[src/rtl/axi4_lite_master_bridge.sv]
// Single-outstanding AXI4-Lite master bridge.
// Turns a command/response handshake interface into one AXI4-Lite write or
// read transaction at a time. All outputs are registered and driven from a
// single state machine.
module axi4_lite_master_bridge #(
  parameter int unsigned p_ADDRESS_WIDTH = 2,
  parameter int unsigned p_DATA_WIDTH    = 8
) (
  input  logic                        i_ACLK,
  input  logic                        i_ARESETN,
  // command side
  input  logic                        i_CMD_VALID,
  output logic                        o_CMD_READY,
  input  logic                        i_CMD_WRITE,
  input  logic [p_ADDRESS_WIDTH-1:0]  i_CMD_ADDR,
  input  logic [p_DATA_WIDTH-1:0]     i_CMD_WDATA,
  // response side
  output logic                        o_RSP_VALID,
  input  logic                        i_RSP_READY,
  output logic [p_DATA_WIDTH-1:0]     o_RSP_RDATA,
  output logic [1:0]                  o_RSP_RESP,
  // AXI4-Lite write address channel
  output logic [p_ADDRESS_WIDTH-1:0]  o_M_AWADDR,
  output logic                        o_M_AWVALID,
  input  logic                        i_S_AWREADY,
  // AXI4-Lite write data channel
  output logic [p_DATA_WIDTH-1:0]     o_M_WDATA,
  output logic [p_DATA_WIDTH/8-1:0]   o_M_WSTRB,
  output logic                        o_M_WVALID,
  input  logic                        i_S_WREADY,
  // AXI4-Lite write response channel
  input  logic [1:0]                  i_S_BRESP,
  input  logic                        i_S_BVALID,
  output logic                        o_M_BREADY,
  // AXI4-Lite read address channel
  output logic [p_ADDRESS_WIDTH-1:0]  o_M_ARADDR,
  output logic                        o_M_ARVALID,
  input  logic                        i_S_ARREADY,
  // AXI4-Lite read data channel
  input  logic [p_DATA_WIDTH-1:0]     i_S_RDATA,
  input  logic [1:0]                  i_S_RRESP,
  input  logic                        i_S_RVALID,
  output logic                        o_M_RREADY
);

  typedef enum logic [2:0] {
    IDLE,
    WR_ADDR_DATA,
    WR_RESP,
    RD_ADDR,
    RD_DATA,
    RESP
  } state_t;

  state_t                      state;
  logic                        aw_done;
  logic                        w_done;
  logic [p_ADDRESS_WIDTH-1:0]  addr;
  logic [p_DATA_WIDTH-1:0]     wdata;

  logic                        cmd_fire;
  logic                        rsp_fire;
  logic                        aw_fire;
  logic                        w_fire;
  logic                        b_fire;
  logic                        ar_fire;
  logic                        r_fire;
  logic                        aw_done_next;
  logic                        w_done_next;

  // One latched address serves both AW and AR; only one of them is ever valid.
  assign o_M_AWADDR = addr;
  assign o_M_ARADDR = addr;
  assign o_M_WDATA  = wdata;
  assign o_M_WSTRB  = '1;

  assign cmd_fire = i_CMD_VALID & o_CMD_READY;
  assign rsp_fire = o_RSP_VALID & i_RSP_READY;
  assign aw_fire  = o_M_AWVALID & i_S_AWREADY;
  assign w_fire   = o_M_WVALID & i_S_WREADY;
  assign b_fire   = i_S_BVALID & o_M_BREADY;
  assign ar_fire  = o_M_ARVALID & i_S_ARREADY;
  assign r_fire   = i_S_RVALID & o_M_RREADY;

  // AW and W complete independently; both may finish on the same edge.
  assign aw_done_next = aw_done | aw_fire;
  assign w_done_next  = w_done | w_fire;

  // Transaction sequencer; every handshake output is a register.
  always_ff @(posedge i_ACLK or negedge i_ARESETN) begin
    if (!i_ARESETN) begin
      state       <= IDLE;
      aw_done     <= 1'b0;
      w_done      <= 1'b0;
      addr        <= '0;
      wdata       <= '0;
      o_CMD_READY <= 1'b0;
      o_RSP_VALID <= 1'b0;
      o_RSP_RDATA <= '0;
      o_RSP_RESP  <= '0;
      o_M_AWVALID <= 1'b0;
      o_M_WVALID  <= 1'b0;
      o_M_BREADY  <= 1'b0;
      o_M_ARVALID <= 1'b0;
      o_M_RREADY  <= 1'b0;
    end else begin
      case (state)
        IDLE: begin
          // Ready rises on the first edge after reset release.
          o_CMD_READY <= 1'b1;
          if (cmd_fire) begin
            addr        <= i_CMD_ADDR;
            wdata       <= i_CMD_WDATA;
            o_CMD_READY <= 1'b0;
            aw_done     <= 1'b0;
            w_done      <= 1'b0;
            if (i_CMD_WRITE) begin
              o_M_AWVALID <= 1'b1;
              o_M_WVALID  <= 1'b1;
              state       <= WR_ADDR_DATA;
            end else begin
              o_M_ARVALID <= 1'b1;
              state       <= RD_ADDR;
            end
          end
        end

        WR_ADDR_DATA: begin
          if (aw_fire) begin
            o_M_AWVALID <= 1'b0;
            aw_done     <= 1'b1;
          end
          if (w_fire) begin
            o_M_WVALID <= 1'b0;
            w_done     <= 1'b1;
          end
          if (aw_done_next && w_done_next) begin
            aw_done    <= 1'b0;
            w_done     <= 1'b0;
            o_M_BREADY <= 1'b1;
            state      <= WR_RESP;
          end
        end

        WR_RESP: begin
          if (b_fire) begin
            o_RSP_RESP  <= i_S_BRESP;
            o_RSP_RDATA <= '0;
            o_M_BREADY  <= 1'b0;
            o_RSP_VALID <= 1'b1;
            state       <= RESP;
          end
        end

        RD_ADDR: begin
          if (ar_fire) begin
            o_M_ARVALID <= 1'b0;
            o_M_RREADY  <= 1'b1;
            state       <= RD_DATA;
          end
        end

        RD_DATA: begin
          if (r_fire) begin
            o_RSP_RDATA <= i_S_RDATA;
            o_RSP_RESP  <= i_S_RRESP;
            o_M_RREADY  <= 1'b0;
            o_RSP_VALID <= 1'b1;
            state       <= RESP;
          end
        end

        RESP: begin
          // Command ready returns one cycle after the response handshake.
          if (rsp_fire) begin
            o_RSP_VALID <= 1'b0;
            o_CMD_READY <= 1'b1;
            state       <= IDLE;
          end
        end

        default: begin
          state <= IDLE;
        end
      endcase
    end
  end

endmodule
[config.mk]
export PLATFORM = sky130hd
export DESIGN_NAME = axi4_lite_master_bridge
export DESIGN_NICKNAME = d
export VERILOG_FILES = /design/src/rtl/axi4_lite_master_bridge.sv
export SDC_FILE = /design/constraint.sdc
export NUM_CORES = 1
export LEC_CHECK = 0
export ABC_AREA = 1
export BUFFER_PORTS_ARGS = -buffer_cell sky130_fd_sc_hd__buf_4
export CAP_MARGIN = 20
export CORE_MARGIN = 5
export CORE_UTILIZATION = 39
export DETAILED_ROUTE_END_ITERATION = 8
export PLACE_DENSITY = 0.66
export SETUP_SLACK_MARGIN = 0.1
export SKIP_LAST_GASP = 1
export SYNTH_ARGS = -nofsm -noshare
export SYNTH_HDL_FRONTEND = slang
export SYNTH_SLANG_ARGS = --single-unit
[constraint.sdc]
create_clock -name i_ACLK -period 2.2 [get_ports i_ACLK]
set_input_delay 0.22 -clock i_ACLK [delete_from_list [all_inputs] [get_ports i_ACLK]]
set_output_delay 0.22 -clock i_ACLK [all_outputs]
set_load 0.05 [all_outputs]
==> reports/metrics.yaml <==
global_route:
  antenna_found_initial: 0
  gr-total-overflow: 0
  track_usage_pct: 13.63
  grt_max_degree: 33
  grt_pass1_vias: 1345
  grt_pass1_wl_um: 5782
timing:
  drv_slew: 0
  setup_tns_ns: 0
  hold_violations: 0
  fin_crit_ns: 1.659
  setup_viol: 0
  whs_ns: 0.1340
  clock_skew_ns: 0.01005
  rsz0062_at_grt: "no"
  fin_crit_sh_pct: 75.40
  max_freq_mhz: 602.8
pwr:
  power.leakage_nw: 1.207
  power_density_nw_per_um2: 554.8
  peakVddDrop_v: 0.0003688
critical_path:
  setup.worst_path.start_class: "register"
  crit_cells: 6
  slowest_delay_ns: 0.44
  end_kind: "register"
  criticalPathCategory: "register to register"
  cpMaxStageDelayCell: "dfrtp_1"
  critPathMostFrequentCell: "nand2_2"
  reg2regPathDepth: 6
  worstReg2RegStart: "state[1]"
  worstPathCellList: "nor2_2, nand2_2, nand2_2, nand3_2, nand2_1, o21ai_2"
  critical_path_arrival_ns: 1.82
  cp_top_family: "simple AND/OR/NAND/NOR gates"
  crit_buf_inv: 0
  cp.required_ns: 2.36
  cp_max_fo: 20
  r2r-end: "o_RSP_RDATA[5]"
  ff2ff_setup_slack_ns: 0.54
finish:
  finalNetCount: 291
  n_antenna_cell: 0
  syn2layout_area_growth_pct: 34.60
  drive_gt1_share_pct: 35.77
  nFillCells: 387
synth:
  ys_seq_area_share_pct: 49.54
  synth_top_cell_area_share_pct: 49.54
  synth-xor-area-share_pct: 0
  syn-cell-area_sq_um: 1617
  syn-num-nets: 231
  yosysUniqueCellTypes: 23
  yosys_warnings: 0
  syn_inst: 199
  avgSynthCellArea_sq_um: 8.123
  synth_compound_area_share_pct: 8.204
  synth_fa_ha_area_share_pct: 0
  netlist_top_cells_area: "dfrtp_1, nand2_1, o21ai_2, inv_1, nand3_1"
  yosys.area.top_type: "dfrtp_1"
  yosys.area_share.simple_pct: 33.82
  synthMuxAreaShare_pct: 0
  ys_ff_latch: 32
  synth_top_family_by_area: "simple AND/OR/NAND/NOR gates"
detailed_routing:
  num_vias: 1421
  totalWireLength_um: 3610
  antenna_left: 0
  post_drt_wl_per_cell_um: 11.65
  route.detailed.drc: 0
  first_pass_iters: 4
  drt_iter0_markers: 44
  vias_per_cell: 4.584
floorplan:
  initial_core_util_pct: 40.41
  core_area_sq_um: 4000
  die_w_um: 74.38
  die-area_sq_um: 5532
  ios: 62
  chipHeight_um: 74.38
  num_rows: 23
clocking:
  clock_sinks: 32
  cts_buffers: 5
  cts_root_buffer: "clkbuf_8"
  h-tree-depth: 2
  cts_resized: 0
  cts_tree: "done"
  clk_pin_slew_ns: 0.07
  clock_latency_ns: 0.29
  ctsLongestPathBuffers: 2
  cts_setup_buffers: 0
place:
  hpwl_um: 2715
  portBuffers: 60
  gp_congestion: 0.8307
worst_hold_path:
  hold_start: "i_CMD_ADDR[0]"
  holdPathEnd: "o_M_ARADDR[0]"
  hold_class: "input pin to register"
  holdPathStages: 3
run_status:
  status: "finished clean"
flow_run:
  cap_violations: 0
[how the worst max path moves through the flow]
stage	from	to	slack, ns
after floorplan	o_CMD_READY	state[0]	0.73
after global placement	state[1]	o_RSP_RDATA[0]	0.59
after detailed placement	state[1]	o_RSP_RDATA[5]	0.54
after CTS	state[1]	o_RSP_RDATA[5]	0.53
after global routing	state[1]	o_RSP_RDATA[3]	0.37
final	state[1]	o_RSP_RDATA[5]	0.54
[final cells by class]
cell class | count | area, sq um | area share [%]
flip-flops and latches | 32 | 800.8 | 36.80
multi-input cells | 143 | 683.2 | 31.40
repair buffers | 61 | 460.4 | 21.16
clock buffers | 6 | 72.57 | 3.335
well taps | 50 | 62.56 | 2.875
inverters | 16 | 61.31 | 2.818
clock inverters | 2 | 35.03 | 1.610
[cell families (layout without fill, tap and decap cells)]
kind of cell	count (synthesis)	after routing
AOI/OAI and AO/OA	17	17
other	1	1
and+or+nand+nor	125	125
buffers and inverters	24	85
DFF	32	32
[report_power, final]
| part | leakage (nW) | switching [mW] | internal, mW |
|---|---|---|---|
| clock | 0.0552 | 0.222 | 0.336 |
| sequential | 0.426 | 0 | 0.588 |
| combinational | 0.725 | 0.0247 | 0.0365 |
[synthesized netlist by cell type, drive strengths merged]
| library cell | count |
|---|---|
| a21oi | 2 |
| nor2 | 8 |
| inv | 15 |
| dfrtp | 32 |
| a21boi | 1 |
| clkinv | 1 |
| nand2 | 102 |
| nor3 | 2 |
| nand4 | 1 |
| nand3b | 1 |
| o21ai | 14 |
| nand3 | 11 |
| conb | 1 |
| buf | 8 |
[worst register-to-register path: stages, from the launching register on]
cell and delay [ns]:
dfrtp_1 0.44, nor2_2 0.23, nand2_2 0.11, nand2_2 0.10
nand3_2 0.38, nand2_1 0.21, o21ai_2 0.07
[placed cells by master, fill, tap and decap left out, drive strengths merged]
master / instances
nand3: 11
inv: 15
nor3: 2
dfrtp: 32
a21boi: 1
clkinv: 2
nand4: 1
dlygate4sd3: 1
bufinv: 1
nand3b: 1
clkbuf: 6
nor2: 8
o21ai: 14
conb: 1
nand2: 102
buf: 60
a21oi: 2
[flip-flops by register name (all words and copies together), names as in the netlist, 2 cells and up]
register,flops
o_RSP_RESP,2
state,3
o_M_WDATA,8
o_RSP_RDATA,8
o_M_ARADDR,2
[repair_timing]
item                                    CTS  global route
hold buffers                              1             0
endpoints found under the setup margin    0             0
hold endpoints to repair                 32             0
[layer usage]
| layer | vias to the layer above | global-route usage, % | routed length (um) |
|---|---|---|---|
| li1 | 729 | - | - |
| met1 | 637 | 17.12 | 1626 |
| met2 | 53 | 21.07 | 1588 |
| met3 | 2 | 6.216 | 384 |
| met4 | 0 | 4.150 | 11 |
| met5 | - | 0 | 0 |
[metrics by stage]
stage	cells	power (mW)	worst slack, ns	utilization (%)	instance area (sq um)
2_1_floorplan	199	0.6074	0.7328	-	1617
3_3_place_gp	301	0.6597	0.5927	51.45	2058
3_5_place_dp	301	0.6604	0.5417	51.45	2058
4_1_cts	310	1.221	0.5264	54.39	2176
5_1_grt	310	1.254	0.3672	54.39	2176
6_report	310	1.207	0.5411	54.39	2176
(Power assumes the default switching activity.)
